File: src/rtl/fetch_queue.sv
// Prefetching instruction-fetch stage: sequential reads of a synchronous ROM,
// a DEPTH-entry {pc, inst} FIFO toward ID, and exception / delay-slot-aware redirect.
module fetch_queue #(
  parameter logic [31:0] START_ADDR = 32'hBFC00000,
  parameter int          DEPTH      = 4
) (
  input  logic                         clk,
  input  logic                         reset,
  output logic                         inst_req,
  output logic [31:0]                  inst_addr,
  input  logic [31:0]                  inst,
  input  logic [32:0]                  jbr_bus,
  input  logic [32:0]                  exc_bus,
  input  logic                         ID_allow_in,
  output logic                         IF_valid,
  output logic [63:0]                  IF_ID_bus,
  output logic [31:0]                  IF_pc,
  output logic [31:0]                  IF_inst,
  output logic [$clog2(DEPTH+1)-1:0]   fifo_count
);

  localparam int PW = $clog2(DEPTH);
  localparam int CW = $clog2(DEPTH+1);

  logic          exc_valid, jbr_taken, pop, wr_en, room;
  logic [31:0]   exc_pc, jbr_target, pc_inc;
  logic [CW:0]   occupancy;

  logic [31:0]   pc_q, pc_d;
  logic          inflight_q, inflight_d;
  logic [31:0]   inflight_pc_q, inflight_pc_d;
  logic          pend_valid_q, pend_valid_d;
  logic [31:0]   pend_target_q, pend_target_d;
  logic [PW-1:0] rd_q, rd_d, wr_q, wr_d;
  logic [CW-1:0] count_q, count_d;

  logic [31:0]   mem_pc   [DEPTH];
  logic [31:0]   mem_inst [DEPTH];

  assign exc_valid  = exc_bus[32];
  assign exc_pc     = exc_bus[31:0];
  assign jbr_taken  = jbr_bus[32];
  assign jbr_target = jbr_bus[31:0];

  // Word increment only; the low two bits ride along unchanged.
  assign pc_inc    = {pc_q[31:2] + 30'd1, pc_q[1:0]};
  assign occupancy = {1'b0, count_q} + {{CW{1'b0}}, inflight_q};
  assign room      = occupancy < (CW+1)'(DEPTH);

  assign inst_req   = !reset && !exc_valid && !jbr_taken && room;
  assign inst_addr  = pc_q;
  assign IF_valid   = (count_q != '0);
  assign pop        = IF_valid && ID_allow_in;
  assign IF_pc      = mem_pc[rd_q];
  assign IF_inst    = mem_inst[rd_q];
  assign IF_ID_bus  = {IF_pc, IF_inst};
  assign fifo_count = count_q;

  always_comb begin
    pc_d          = pc_q;
    inflight_d    = 1'b0;
    inflight_pc_d = inflight_pc_q;
    pend_valid_d  = pend_valid_q;
    pend_target_d = pend_target_q;
    rd_d          = rd_q + PW'(pop);
    wr_d          = wr_q;
    count_d       = count_q;
    wr_en         = 1'b0;
    if (exc_valid) begin
      rd_d         = '0;
      wr_d         = '0;
      count_d      = '0;
      pend_valid_d = 1'b0;
      pc_d         = exc_pc;
    end else if (jbr_taken) begin
      pend_valid_d = 1'b0;
      pc_d         = jbr_target;
      if (pop) begin
        rd_d    = '0;
        wr_d    = '0;
        count_d = '0;
      end else if (count_q != '0) begin
        // Head is the delay slot; everything younger is wrong-path.
        wr_d    = rd_q + PW'(1);
        count_d = CW'(1);
      end else if (inflight_q) begin
        wr_en   = 1'b1;
        wr_d    = wr_q + PW'(1);
        count_d = CW'(1);
      end else begin
        // Delay slot not requested yet: fetch it first, then go to the target.
        pend_valid_d  = 1'b1;
        pend_target_d = jbr_target;
        pc_d          = pc_q;
      end
    end else begin
      wr_en = inflight_q;
      if (wr_en) wr_d = wr_q + PW'(1);
      count_d = count_q + CW'(wr_en) - CW'(pop);
      if (inst_req) begin
        inflight_d    = 1'b1;
        inflight_pc_d = pc_q;
        pc_d          = pend_valid_q ? pend_target_q : pc_inc;
        pend_valid_d  = 1'b0;
      end
    end
  end

  always_ff @(posedge clk or posedge reset) begin
    if (reset) begin
      pc_q         <= START_ADDR;
      inflight_q   <= 1'b0;
      pend_valid_q <= 1'b0;
      rd_q         <= '0;
      wr_q         <= '0;
      count_q      <= '0;
    end else begin
      pc_q         <= pc_d;
      inflight_q   <= inflight_d;
      pend_valid_q <= pend_valid_d;
      rd_q         <= rd_d;
      wr_q         <= wr_d;
      count_q      <= count_d;
    end
  end

  // Data-only state: qualified by the control flops above, so no reset needed.
  always_ff @(posedge clk) begin
    inflight_pc_q <= inflight_pc_d;
    pend_target_q <= pend_target_d;
    if (wr_en) begin
      mem_pc[wr_q]   <= inflight_pc_q;
      mem_inst[wr_q] <= inst;
    end
  end

endmodule

File: config.mk
export PLATFORM = sky130hd
export DESIGN_NAME = fetch_queue
export DESIGN_NICKNAME = d
export VERILOG_FILES = /design/src/rtl/fetch_queue.sv
export SDC_FILE = /design/constraint.sdc
export NUM_CORES = 1
export LEC_CHECK = 0
export ABC_AREA = 0
export BUFFER_PORTS_ARGS = -buffer_cell sky130_fd_sc_hd__buf_2
export CAP_MARGIN = 0
export CORE_UTILIZATION = 51
export CTS_CLUSTER_DIAMETER = 120
export DETAILED_ROUTE_END_ITERATION = 6
export GPL_TIMING_DRIVEN = 0
export PLACE_DENSITY = 0.74
export SLEW_MARGIN = 0
export SYNTH_ARGS = -nofsm -noshare
export SYNTH_HDL_FRONTEND = slang
export SYNTH_SLANG_ARGS = --single-unit
File: constraint.sdc
create_clock -name clk -period 3.7 [get_ports clk]
set_input_delay 0.555 -clock clk [delete_from_list [all_inputs] [get_ports clk]]
set_output_delay 0.555 -clock clk [all_outputs]
set_load 0.02 [all_outputs]
==> out/metrics.cfg <==
[critical_path]
path_delay_family = buffers and inverters
crit_fanout = 10
critPathBufInv = 4
slowest_delay_ps = 590
crit_chain = clkbuf_1 > buf_1 > mux4_2 > buf_4 > buf_2
worstPathRequired_ps = 3140
start_kind = register
cp_slowest_cell = buf_1
endpoint_kind = output pin
path_class = register to output pin
arrival_ps = 2790

[power]
cellLeakagePower_nw = 6.659
vdd_ir_drop_max_mv = 0.3707
total_power_w = 0.01019
p_per_area_mw_per_mm2 = 555.6

[sta]
slew_headroom_pct = 33.93
worstMarginPinSlew_ps = 983.5
hold_violations = 0
finalCritPeriodShare_pct = 90.30
fmax_ghz = 0.2993
drv_slew = 0
finalWorstSetupSlack_ps = 358.8
rsz0062_at_grt = false
setup_viol = 0
skew_ps = 28.18
fin_crit_ps = 3341

[logic_synthesis]
synth_seq_cells = 361
synth-simple-area-share_pct = 5.900
synth-xor-area-share_pct = 0.5809
synth_top_area_cell = edfxtp_1
synthArstFlopShare_pct = 11.36
synth_edf_count = 320
synth-compound-area-share_pct = 6.937
yosysTopAreaCellShare_pct = 63.73
muxShareOfSynthArea_pct = 10.25
yosysWarnings = 0
synth_fa_ha_area_share_pct = 0.8796
synthCells = 887
ys_seq_area_share_pct = 70.61
netlist_area_mm2 = 0.01508
ys_top_cells_by_area = edfxtp_1, mux4_2, dfrtp_1
syn_avg_cell_area_um2 = 17.00
synth_top_family_by_area = multiplexers
ys_types = 71
syn_nets = 998
synth_ff_type = edfxtp_1

[global_route]
grt_first_pass_wirelength_mm = 52.32
grt_pass1_vias = 8883
grt_use_total_pct = 22.85
antenna_found_initial = 3
grt_max_degree = 43
overflow = 0

[drt]
postRouteAntennaNets = 0
routedWlPerCell_um = 21.48
vias = 9214
drt_iter0_drc = 901
routed_via_density = 5.709
dr.pass1.iters = 5
drc = 0
drt_wl_total_mm = 34.67

[die]
die_h_um = 173.9
coreArea_mm2 = 0.02886
io_pins = 266
die_w_um = 173.9
die_area_mm2 = 0.03026
num_rows = 62
start_util_pct = 52.25

[cells_and_area]
design_area_mm2 = 0.01834
area_growth_pct = 21.64
fin_cells = 1614
drive_gt1_share_pct = 41.04
nets = 1309

[placement]
port_buffers = 265
dpl.hpwl_mm = 23.83
place_ws_ps = 655.2
place.gp.congestion = 0.9272
dp.cells = 1542
place_area_mm2 = 0.01707

[clock_tree]
cts_root_buffer = clkbuf_16
postCtsHoldBufs = 0
numCtsBuffers = 38
cts_setup_buffers = 0
clk_latency_ps = 530
clk_pin_slew_ps = 60
ctsLongestPathBuffers = 3
numClockSinks = 361
cts_tree = yes
htree_levels = 2
cts_resized = 0

[run]
max-cap-violations = 0

[run_status]
status = completed

[hold_path]
hold_path.class = input pin to async pin

-- metrics by stage --
stage / hold slack [ps] / util [%] / TNS [ps]
after floorplan: 458.7 / - / 0
after global routing: 113.0 / 63.56 / 0
after detailed placement: 466.4 / 59.16 / 0
after global placement: 459.6 / 58.53 / -273790
final: 95.39 / 63.56 / 0
after CTS: 89.00 / 63.54 / 0
-- power breakdown --
part	total (W)	switching, W	internal [W]
logic	0.00148	0.000897	0.000579
registers	0.00487	0.000215	0.00466
clock network	0.00384	0.00152	0.00232
total	0.0102	0.00263	0.00756
-- cells in the final DEF (no fill, tap or decap), types with 11 or more instances in the layout --
cell | netlist | final
edfxtp_1 | 320 | 320
buf_2 | 13 | 278
buf_4 | 65 | 65
mux4_2 | 64 | 64
nor2_1 | 43 | 42
clkbuf_16 | 0 | 41
o21ai_0 | 33 | 33
nand2_1 | 32 | 32
dfrtp_1 | 32 | 32
a21oi_1 | 29 | 29
clkbuf_1 | 18 | 27
nand3_1 | 18 | 18
nor3_1 | 15 | 14
o22ai_1 | 11 | 11
-- sequential cells by signal, summed over array words and instances, names as in the netlist, 2 cells and up --
signal and flops:
mem_pc 128, wr_q 2, fifo_count 3, pend_target_q 32
inst_addr 32, inflight_pc_q 32, rd_q 2, mem_inst 128
-- area by class of cell --
type                       instances  area, um2
tap                              384      480.5
inverter                          12      45.04
antenna                            2      5.005
clock inverter                    19      191.4
fill                            2115      10520
buffer                           107      685.7
clock buffer                      51       1074
timing repair buffer             271       1484
multi-input combinational        407       3730
sequential                       361      10650
-- kinds of logic (layout without fill, tap and decap cells) --
| group | Yosys count | in the layout |
|---|---|---|
| flip-flops | 361 | 361 |
| AND/OR/NAND/NOR | 165 | 165 |
| AO/OA/AOI/OAI | 148 | 148 |
| buffers and inverters | 119 | 460 |
| multiplexers | 74 | 74 |
| adder cells (fa/ha/maj) | 10 | 10 |
| XOR/XNOR | 10 | 10 |
| other | 0 | 2 |
-- final timing paths --
kind / cells after the start / endpoint / start / slack (ps)
max in group asynchronous: 3 / inst_addr[22]$_DFFE_PP1P_ / reset / 3040
max: 5 / IF_pc[3] / rd_q[1]$_DFF_PP0_ / 360
min in group clk: 1 / pend_target_q[2]$_DFFE_PP_ / jbr_bus[2] / 210
min: 2 / fifo_count[0]$_DFFE_PP0P_ / reset / 100
max reg2reg: 6 / pend_target_q[8]$_DFFE_PP_ / fifo_count[0]$_DFFE_PP0P_ / 1090
min reg2reg: 0 / inflight_pc_q[6]$_DFFE_PP_ / inst_addr[6]$_DFFE_PP0P_ / 490
-- layer usage --
layer | vias up | global-route usage (%) | wire, um | part of all wire [%]
li1 | 4120 | - | - | -
met1 | 4578 | 32.25 | 14710 | 42
met2 | 446 | 36.60 | 16530 | 48
met3 | 68 | 4.134 | 2634 | 7.6
met4 | 2 | 6.762 | 784 | 2.3
met5 | - | 0 | 13 | 0.037
-- synth_stat cells (4+ instances only) --
library cell / n
ha_1: 9
a221oi_1: 8
nand2b_1: 9
and3_1: 4
o21ai_0: 33
nand2_1: 32
edfxtp_1: 320
a2bb2oi_1: 4
a221o_1: 7
a22o_1: 4
nand3_1: 18
buf_2: 13
clkbuf_1: 18
a31oi_1: 4
and2_1: 7
nand4_1: 10
o31ai_1: 7
dfstp_2: 9
a21oi_1: 29
nor2b_1: 4
dfrtp_1: 32
a211oi_1: 7
nor3_1: 15
o211ai_1: 4
buf_4: 65
mux2i_1: 7
o22ai_1: 11
nor2_1: 43
inv_1: 11
buf_1: 7
mux4_2: 64
xor2_1: 6
xnor2_1: 4
Power figures use the tool's default switching activity.
